--- src/rtl/activation_pkg.sv ---
// Shared sizing defaults, activation-type encodings and tanh-PWL constants
// for the activation stage and its per-lane datapath.
package activation_pkg;

  localparam int DEF_MAT_MUL_SIZE = 32'sd8;
  localparam int DEF_DWIDTH       = 32'sd8;
  localparam int DEF_MASK_WIDTH   = 32'sd8;

  typedef enum logic {
    ACT_RELU = 1'b0,
    ACT_TANH = 1'b1
  } act_type_e;

  // Piecewise segments of the tanh approximation, chosen from |x| in stage 1
  typedef enum logic [1:0] {
    SEG_LOW = 2'd0,
    SEG_MID = 2'd1,
    SEG_SAT = 2'd2
  } seg_e;

  localparam int TANH_SEG_LO_LIMIT = 32'sd16;
  localparam int TANH_SEG_HI_LIMIT = 32'sd32;
  localparam int TANH_ONE          = 32'sd64;
  localparam int TANH_SLOPE        = 32'sd3;
  localparam int TANH_OFFSET       = 32'sd32;

endpackage

--- src/rtl/activation_lane.sv ---
// One lane of the activation pipeline: stage 1 registers sign/|x|/segment,
// stage 2 registers the ReLU or tanh-PWL result with masking applied.
module activation_lane
  import activation_pkg::*;
#(
  parameter int DWIDTH = DEF_DWIDTH
) (
  input  logic              clk,
  input  logic              reset,
  input  logic              clear,
  input  logic              load_s1,
  input  logic              load_s2,
  input  logic [DWIDTH-1:0] x,
  input  logic              mask,
  input  act_type_e         act_type,
  output logic [DWIDTH-1:0] y
);

  localparam int AW = DWIDTH + 32'sd1;

  logic              sign_s;
  logic [AW-1:0]     abs_s;
  seg_e              seg_s;
  logic              sign_r;
  logic [AW-1:0]     abs_r;
  seg_e              seg_r;
  logic              mask_r;
  act_type_e         type_r;
  logic [DWIDTH-1:0] mag_s;
  logic [DWIDTH-1:0] res_s;

  // Stage-1 decode: magnitude is one bit wider so the most negative input stays exact
  always_comb begin
    sign_s = x[DWIDTH-1];
    if (sign_s) begin
      abs_s = {AW{1'b0}} - {x[DWIDTH-1], x};
    end else begin
      abs_s = {1'b0, x};
    end
    if (abs_s < AW'(TANH_SEG_LO_LIMIT)) begin
      seg_s = SEG_LOW;
    end else if (abs_s < AW'(TANH_SEG_HI_LIMIT)) begin
      seg_s = SEG_MID;
    end else begin
      seg_s = SEG_SAT;
    end
  end

  // Stage-2 function: the tanh magnitude never exceeds 64, so it fits in a lane
  always_comb begin
    case (seg_r)
      SEG_LOW: mag_s = abs_r[DWIDTH-1:0] * DWIDTH'(TANH_SLOPE);
      SEG_MID: mag_s = abs_r[DWIDTH-1:0] + DWIDTH'(TANH_OFFSET);
      SEG_SAT: mag_s = DWIDTH'(TANH_ONE);
      default: mag_s = DWIDTH'(TANH_ONE);
    endcase
    if (!mask_r) begin
      res_s = {DWIDTH{1'b0}};
    end else if (type_r == ACT_TANH) begin
      if (sign_r) begin
        res_s = {DWIDTH{1'b0}} - mag_s;
      end else begin
        res_s = mag_s;
      end
    end else if (sign_r | abs_r[AW-1]) begin
      res_s = {DWIDTH{1'b0}};
    end else begin
      res_s = abs_r[DWIDTH-1:0];
    end
  end

  // Pipeline registers; each stage only advances on a valid beat so bubbles hold data
  always_ff @(posedge clk or posedge reset) begin
    if (reset) begin
      sign_r <= 1'b0;
      abs_r  <= {AW{1'b0}};
      seg_r  <= SEG_LOW;
      mask_r <= 1'b0;
      type_r <= ACT_RELU;
      y      <= {DWIDTH{1'b0}};
    end else if (clear) begin
      sign_r <= 1'b0;
      abs_r  <= {AW{1'b0}};
      seg_r  <= SEG_LOW;
      mask_r <= 1'b0;
      type_r <= ACT_RELU;
      y      <= {DWIDTH{1'b0}};
    end else begin
      if (load_s1) begin
        sign_r <= sign_s;
        abs_r  <= abs_s;
        seg_r  <= seg_s;
        mask_r <= mask;
        type_r <= act_type;
      end else begin
        sign_r <= sign_r;
        abs_r  <= abs_r;
        seg_r  <= seg_r;
        mask_r <= mask_r;
        type_r <= type_r;
      end
      if (load_s2) begin
        y <= res_s;
      end else begin
        y <= y;
      end
    end
  end

endmodule

--- src/rtl/activation.sv ---
// Elementwise activation stage between pooling and the output buffer writer:
// MAT_MUL_SIZE lanes, two-cycle latency, tile-done counter and full bypass.
module activation
  import activation_pkg::*;
#(
  parameter int MAT_MUL_SIZE = DEF_MAT_MUL_SIZE,
  parameter int DWIDTH       = DEF_DWIDTH,
  parameter int MASK_WIDTH   = DEF_MASK_WIDTH
) (
  input  logic                           clk,
  input  logic                           reset,
  input  logic                           enable_activation,
  input  logic                           activation_type,
  input  logic                           in_data_available,
  input  logic [MAT_MUL_SIZE*DWIDTH-1:0] inp_data,
  input  logic [MASK_WIDTH-1:0]          validity_mask,
  output logic [MAT_MUL_SIZE*DWIDTH-1:0] out_data,
  output logic                           out_data_available,
  output logic                           done_activation
);

  localparam int CW = $clog2(MAT_MUL_SIZE + 32'sd1);
  localparam logic [CW-1:0] CNT_ONE  = {{(CW-1){1'b0}}, 1'b1};
  localparam logic [CW-1:0] CNT_FULL = CW'(MAT_MUL_SIZE);

  logic                           clear_s;
  logic                           v1_r;
  logic                           v2_r;
  logic                           done_r;
  logic [CW-1:0]                  count_r;
  logic [CW-1:0]                  count_next_s;
  logic [MAT_MUL_SIZE*DWIDTH-1:0] lane_out_s;

  // Disabling the block doubles as a synchronous clear of all internal state
  assign clear_s = ~enable_activation;

  for (genvar i = 0; i < MAT_MUL_SIZE; i++) begin : g_lane
    activation_lane #(
      .DWIDTH(DWIDTH)
    ) u_lane (
      .clk      (clk),
      .reset    (reset),
      .clear    (clear_s),
      .load_s1  (in_data_available),
      .load_s2  (v1_r),
      .x        (inp_data[i*DWIDTH +: DWIDTH]),
      .mask     (validity_mask[i]),
      .act_type (act_type_e'(activation_type)),
      .y        (lane_out_s[i*DWIDTH +: DWIDTH])
    );
  end

  // Saturating count of output beats
  always_comb begin
    if (v2_r && (count_r != CNT_FULL)) begin
      count_next_s = count_r + CNT_ONE;
    end else begin
      count_next_s = count_r;
    end
  end

  // Valid pipeline, beat counter and sticky done
  always_ff @(posedge clk or posedge reset) begin
    if (reset) begin
      v1_r    <= 1'b0;
      v2_r    <= 1'b0;
      count_r <= {CW{1'b0}};
      done_r  <= 1'b0;
    end else if (clear_s) begin
      v1_r    <= 1'b0;
      v2_r    <= 1'b0;
      count_r <= {CW{1'b0}};
      done_r  <= 1'b0;
    end else begin
      v1_r    <= in_data_available;
      v2_r    <= v1_r;
      count_r <= count_next_s;
      done_r  <= done_r | (count_next_s == CNT_FULL);
    end
  end

  // Output select: pipeline results when enabled, straight wires when bypassed
  always_comb begin
    if (enable_activation) begin
      out_data           = lane_out_s;
      out_data_available = v2_r;
      done_activation    = done_r;
    end else begin
      out_data           = inp_data;
      out_data_available = in_data_available;
      done_activation    = 1'b1;
    end
  end

endmodule

--- config.mk ---
export PLATFORM = sky130hd
export DESIGN_NAME = activation
export DESIGN_NICKNAME = d
export VERILOG_FILES = /design/src/rtl/activation_pkg.sv /design/src/rtl/activation_lane.sv /design/src/rtl/activation.sv
export SDC_FILE = /design/constraint.sdc
export NUM_CORES = 1
export LEC_CHECK = 0
export CORE_UTILIZATION = 38
export DETAILED_ROUTE_END_ITERATION = 7
export HOLD_SLACK_MARGIN = 0.08
export SETUP_SLACK_MARGIN = 0.02
export SLEW_MARGIN = 25
export SYNTH_ARGS = -nofsm -noshare
export SYNTH_HDL_FRONTEND = slang
export SYNTH_HIERARCHICAL = 1
export SYNTH_SLANG_ARGS = --single-unit
--- constraint.sdc ---
create_clock -name clk -period 3.1 [get_ports clk]
set_clock_uncertainty 0.15 [all_clocks]
set_input_delay 0.62 -clock clk [delete_from_list [all_inputs] [get_ports clk]]
set_output_delay 0.62 -clock clk [all_outputs]
set_load 0.02 [all_outputs]
==> flow_summary.yaml <==
status:
  run_status: "finished, final reports clean"
sta:
  post-route-period-util_pct: 91.8
  min_period_ps: 2850
  rsz0062_at_grt: "false"
  slew_headroom_pct: 41.9
  finalSetupViolCount: 0
  hold_viol_final: 0
  tightestPinTransition_ps: 872
  slew_violations: 0
  tns_ps: 0
  max_freq_ghz: 0.351
logic_synthesis:
  synth_edf_count: 0
  synthSimpleGateAreaFrac_pct: 21.3
  synth_adder_area_share_pct: 6.50
  syn_area_per_cell_um2: 8.65
  ys_types: 59
  synth_top_family_by_area: "simple AND/OR/NAND/NOR gates"
  syn_nets: 1906
  yosys_warnings: 6
  synthMuxAreaShare_pct: 12.3
  synth_compound_area_share_pct: 19.4
  synth-xor-area-share_pct: 4.73
  syn_inst: 1755
  synth_ff_type: "dfrtp_1"
  synth_area_um2: 15200
  async_reset_ff_share_pct: 100
  seq_area_frac_synth_pct: 30.2
  yosys_register_bits: 183
setup_path:
  crit_chain: "clkdlybuf4s50_1 > mux2_2 > clkdlybuf4s50_1"
  worstSetupEndpointType: "output port"
  slowest_delay_ps: 710
  cp_num_buf_inv: 2
  cp_top_family: "buffers and inverters"
  critPathRequiredTime_ps: 2330
  slowest_stage: "clkdlybuf4s50_1"
  worstPathArrival_ps: 2080
  startpoint_type: "input pin"
  criticalPathCategory: "in2out"
  critPathMaxFanout: 2
  path_common_cell: "clkdlybuf4s50_1"
grt:
  antenna_found_initial: 0
  grt_pass1_vias: 12672
  grt_max_degree: 94
  grtUsageTotal_pct: 19.6
  grt_pass1_wl_um: 65500
  grt_overflow: 0
finish:
  nets: 2031
  n_antenna_cell: 0
  seq_area_um2: 4580
  fin_area_um2: 17800
  fill_cells: 3800
  layout-drive-gt1-share_pct: 12.7
  multi_input_area_um2: 9750
  final_core_util_pct: 45.6
  area_delta_synth_final_pct: 17.3
  layoutNonFillerInstCount: 2411
routing:
  dr.pass1.iters: 5
  vias: 13057
  wl_per_cell_um: 16.4
  ant_nets: 0
  wl_um: 39600
  vias_per_cell: 5.42
  drt_iter0_drc: 782
  drc_errors: 0
power_and_ir_drop:
  p_leak_nw: 7.78
  ir_drop_uv: 390
  power.total_mw: 7.13
  power_density_nw_per_um2: 400
floorplan:
  die_w_um: 202
  core_um2: 39000
  initial_core_util_pct: 38.9
  num_io_pins: 143
  die_y_um: 202
  core.rowCount: 72
  die_area_um2: 40700
cts:
  cts_made_buffers: 17
  cts.htree.levels: 4
  ctsHoldBuffers: 0
  clock-sinks: 183
  clk_latency_ps: 450
  cts_root_buf: "clkbuf_16"
  cts_buffer_depth: 2
  cts_tree: "yes"
  path_clk_slew_ps: 70
  cts_repair_resize_count: 0
  post_cts_buffers: 0
placement:
  hpwl_um: 29400
  gp_congestion: 0.847
  placed_area_um2: 17200
  place_inst: 2379
  port_buffers: 142
run:
  maxCapViolCount: 0
min_path:
  min_path_type: "reg2reg"
-- cell families after synthesis --
family	after synthesis
adder cells (fa/ha/maj)	74
buffers and inverters	181
XOR/XNOR	82
flip-flops	183
multiplexers	178
AO/OA/AOI/OAI	422
AND/OR/NAND/NOR	635
-- metal layers --
metal | vias up | wire, um | track usage [%]
met5 | - | 0 | 0
met4 | 0 | 602 | 5.09
met3 | 31 | 1360 | 2.60
met2 | 228 | 17700 | 31.0
met1 | 6274 | 20000 | 28.1
li1 | 6524 | - | -
-- per-stage QoR --
| step | setup slack (ps) | hold WS [ps] |
|---|---|---|
| 2_1_floorplan | 597 | 273 |
| 3_3_place_gp | 215 | 315 |
| 3_5_place_dp | 219 | 319 |
| 4_1_cts | 241 | 336 |
| 5_1_grt | 69.8 | 369 |
| 6_report | 253 | 333 |
-- sequential cells by signal (all words and copies together) (netlist names) --
name and flops:
g_lane.u_lane/abs_r 72, v1_r 1, g_lane.u_lane/sign_r 8, count_r 4, g_lane.u_lane/y 64, g_lane.u_lane/type_r 8
g_lane.u_lane/seg_r 16, v2_r 1, g_lane.u_lane/mask_r 8, done_r 1
-- worst min-delay path: stages, from the launching register on --
cell and delay [ps]:
dfrtp_1 340, nand2_1 50, o21ai_0 60
-- cell type report --
class	count	area share, %
clock buffer	17	2.39
tap	518	3.64
timing repair buffer	194	10.4
clock inverter	15	1.12
inverter	93	1.98
sequential	183	25.7
multi-input combinational	1391	54.8
-- Yosys cell counts (16+ instances only) --
cell type | number | area share [%]
nor2b_1 | 24 | 0.99
nor2_1 | 276 | 6.8
or2_1 | 16 | 0.66
nor4b_1 | 16 | 0.92
dfrtp_1 | 183 | 30
or3_1 | 24 | 0.99
o21ai_0 | 96 | 3.2
a211oi_1 | 49 | 2.4
xnor2_1 | 41 | 2.4
a21oi_1 | 57 | 1.9
a21oi_2 | 16 | 0.92
o22ai_1 | 16 | 0.66
a31oi_1 | 32 | 1.3
o21ai_1 | 17 | 0.56
and3_1 | 16 | 0.66
nand2b_1 | 25 | 1.0
nand2_1 | 130 | 3.2
inv_1 | 85 | 2.1
mux2_2 | 73 | 5.4
clkbuf_4 | 16 | 0.79
clkbuf_1 | 41 | 1.0
mux2i_1 | 105 | 6.9
nand3_1 | 24 | 0.79
nor3b_1 | 25 | 1.2
ha_1 | 66 | 5.4
a32oi_1 | 16 | 0.92
xor2_1 | 41 | 2.4
a211o_1 | 16 | 0.92
-- final timing paths --
path                                                       startpoint                                     to  slack [ps]  depth (start not counted)
worst max-delay path                                     inp_data[35]                           out_data[35]         250                          3
worst min-delay path                g_lane[4].u_lane/y[3]$_DFFE_PP0P_      g_lane[4].u_lane/y[3]$_DFFE_PP0P_         330                          2
worst max register to register  g_lane[5].u_lane/abs_r[1]$_DFFE_PP0P_      g_lane[5].u_lane/y[5]$_DFFE_PP0P_         290                         10
worst min register to register      g_lane[4].u_lane/y[3]$_DFFE_PP0P_      g_lane[4].u_lane/y[3]$_DFFE_PP0P_         330                          2
max in group asynchronous                                       reset  g_lane[4].u_lane/abs_r[6]$_DFFE_PP0P_        1770                          4
min in group asynchronous                                       reset                   count_r[3]$_DFF_PP0_         460                          3
-- power by group --
group	internal [mW]	total (mW)	switching [mW]
clock network	1.24	2.33	1.09
logic	0.965	2.10	1.14
registers	2.48	2.69	0.217
-- placed cells by master, fill, tap and decap left out, types with 16 or more instances in the layout --
cell type        netlist  layout
a211o_1               16      16
a211oi_1              49      49
a21oi_1               57      57
a21oi_2               16      16
a31oi_1               32      32
a32oi_1               16      16
and3_1                16      16
buf_4                  8      50
clkbuf_16              0      17
clkdlybuf4s50_1        0     140
dfrtp_1              183     183
ha_1                  66      66
inv_1                 85      84
mux2_2                73      73
mux2i_1              105     105
nand2_1              130     130
nand2b_1              25      25
nand3_1               24      24
nor2_1               276     276
nor2b_1               24      24
nor3b_1               25      25
nor4b_1               16      16
o21ai_0               96      96
o21ai_1               17      17
o22ai_1               16      16
or2_1                 16      16
or3_1                 24      24
xnor2_1               41      41
xor2_1                41      41
No activity file was read; power rests on OpenSTA's default activity.
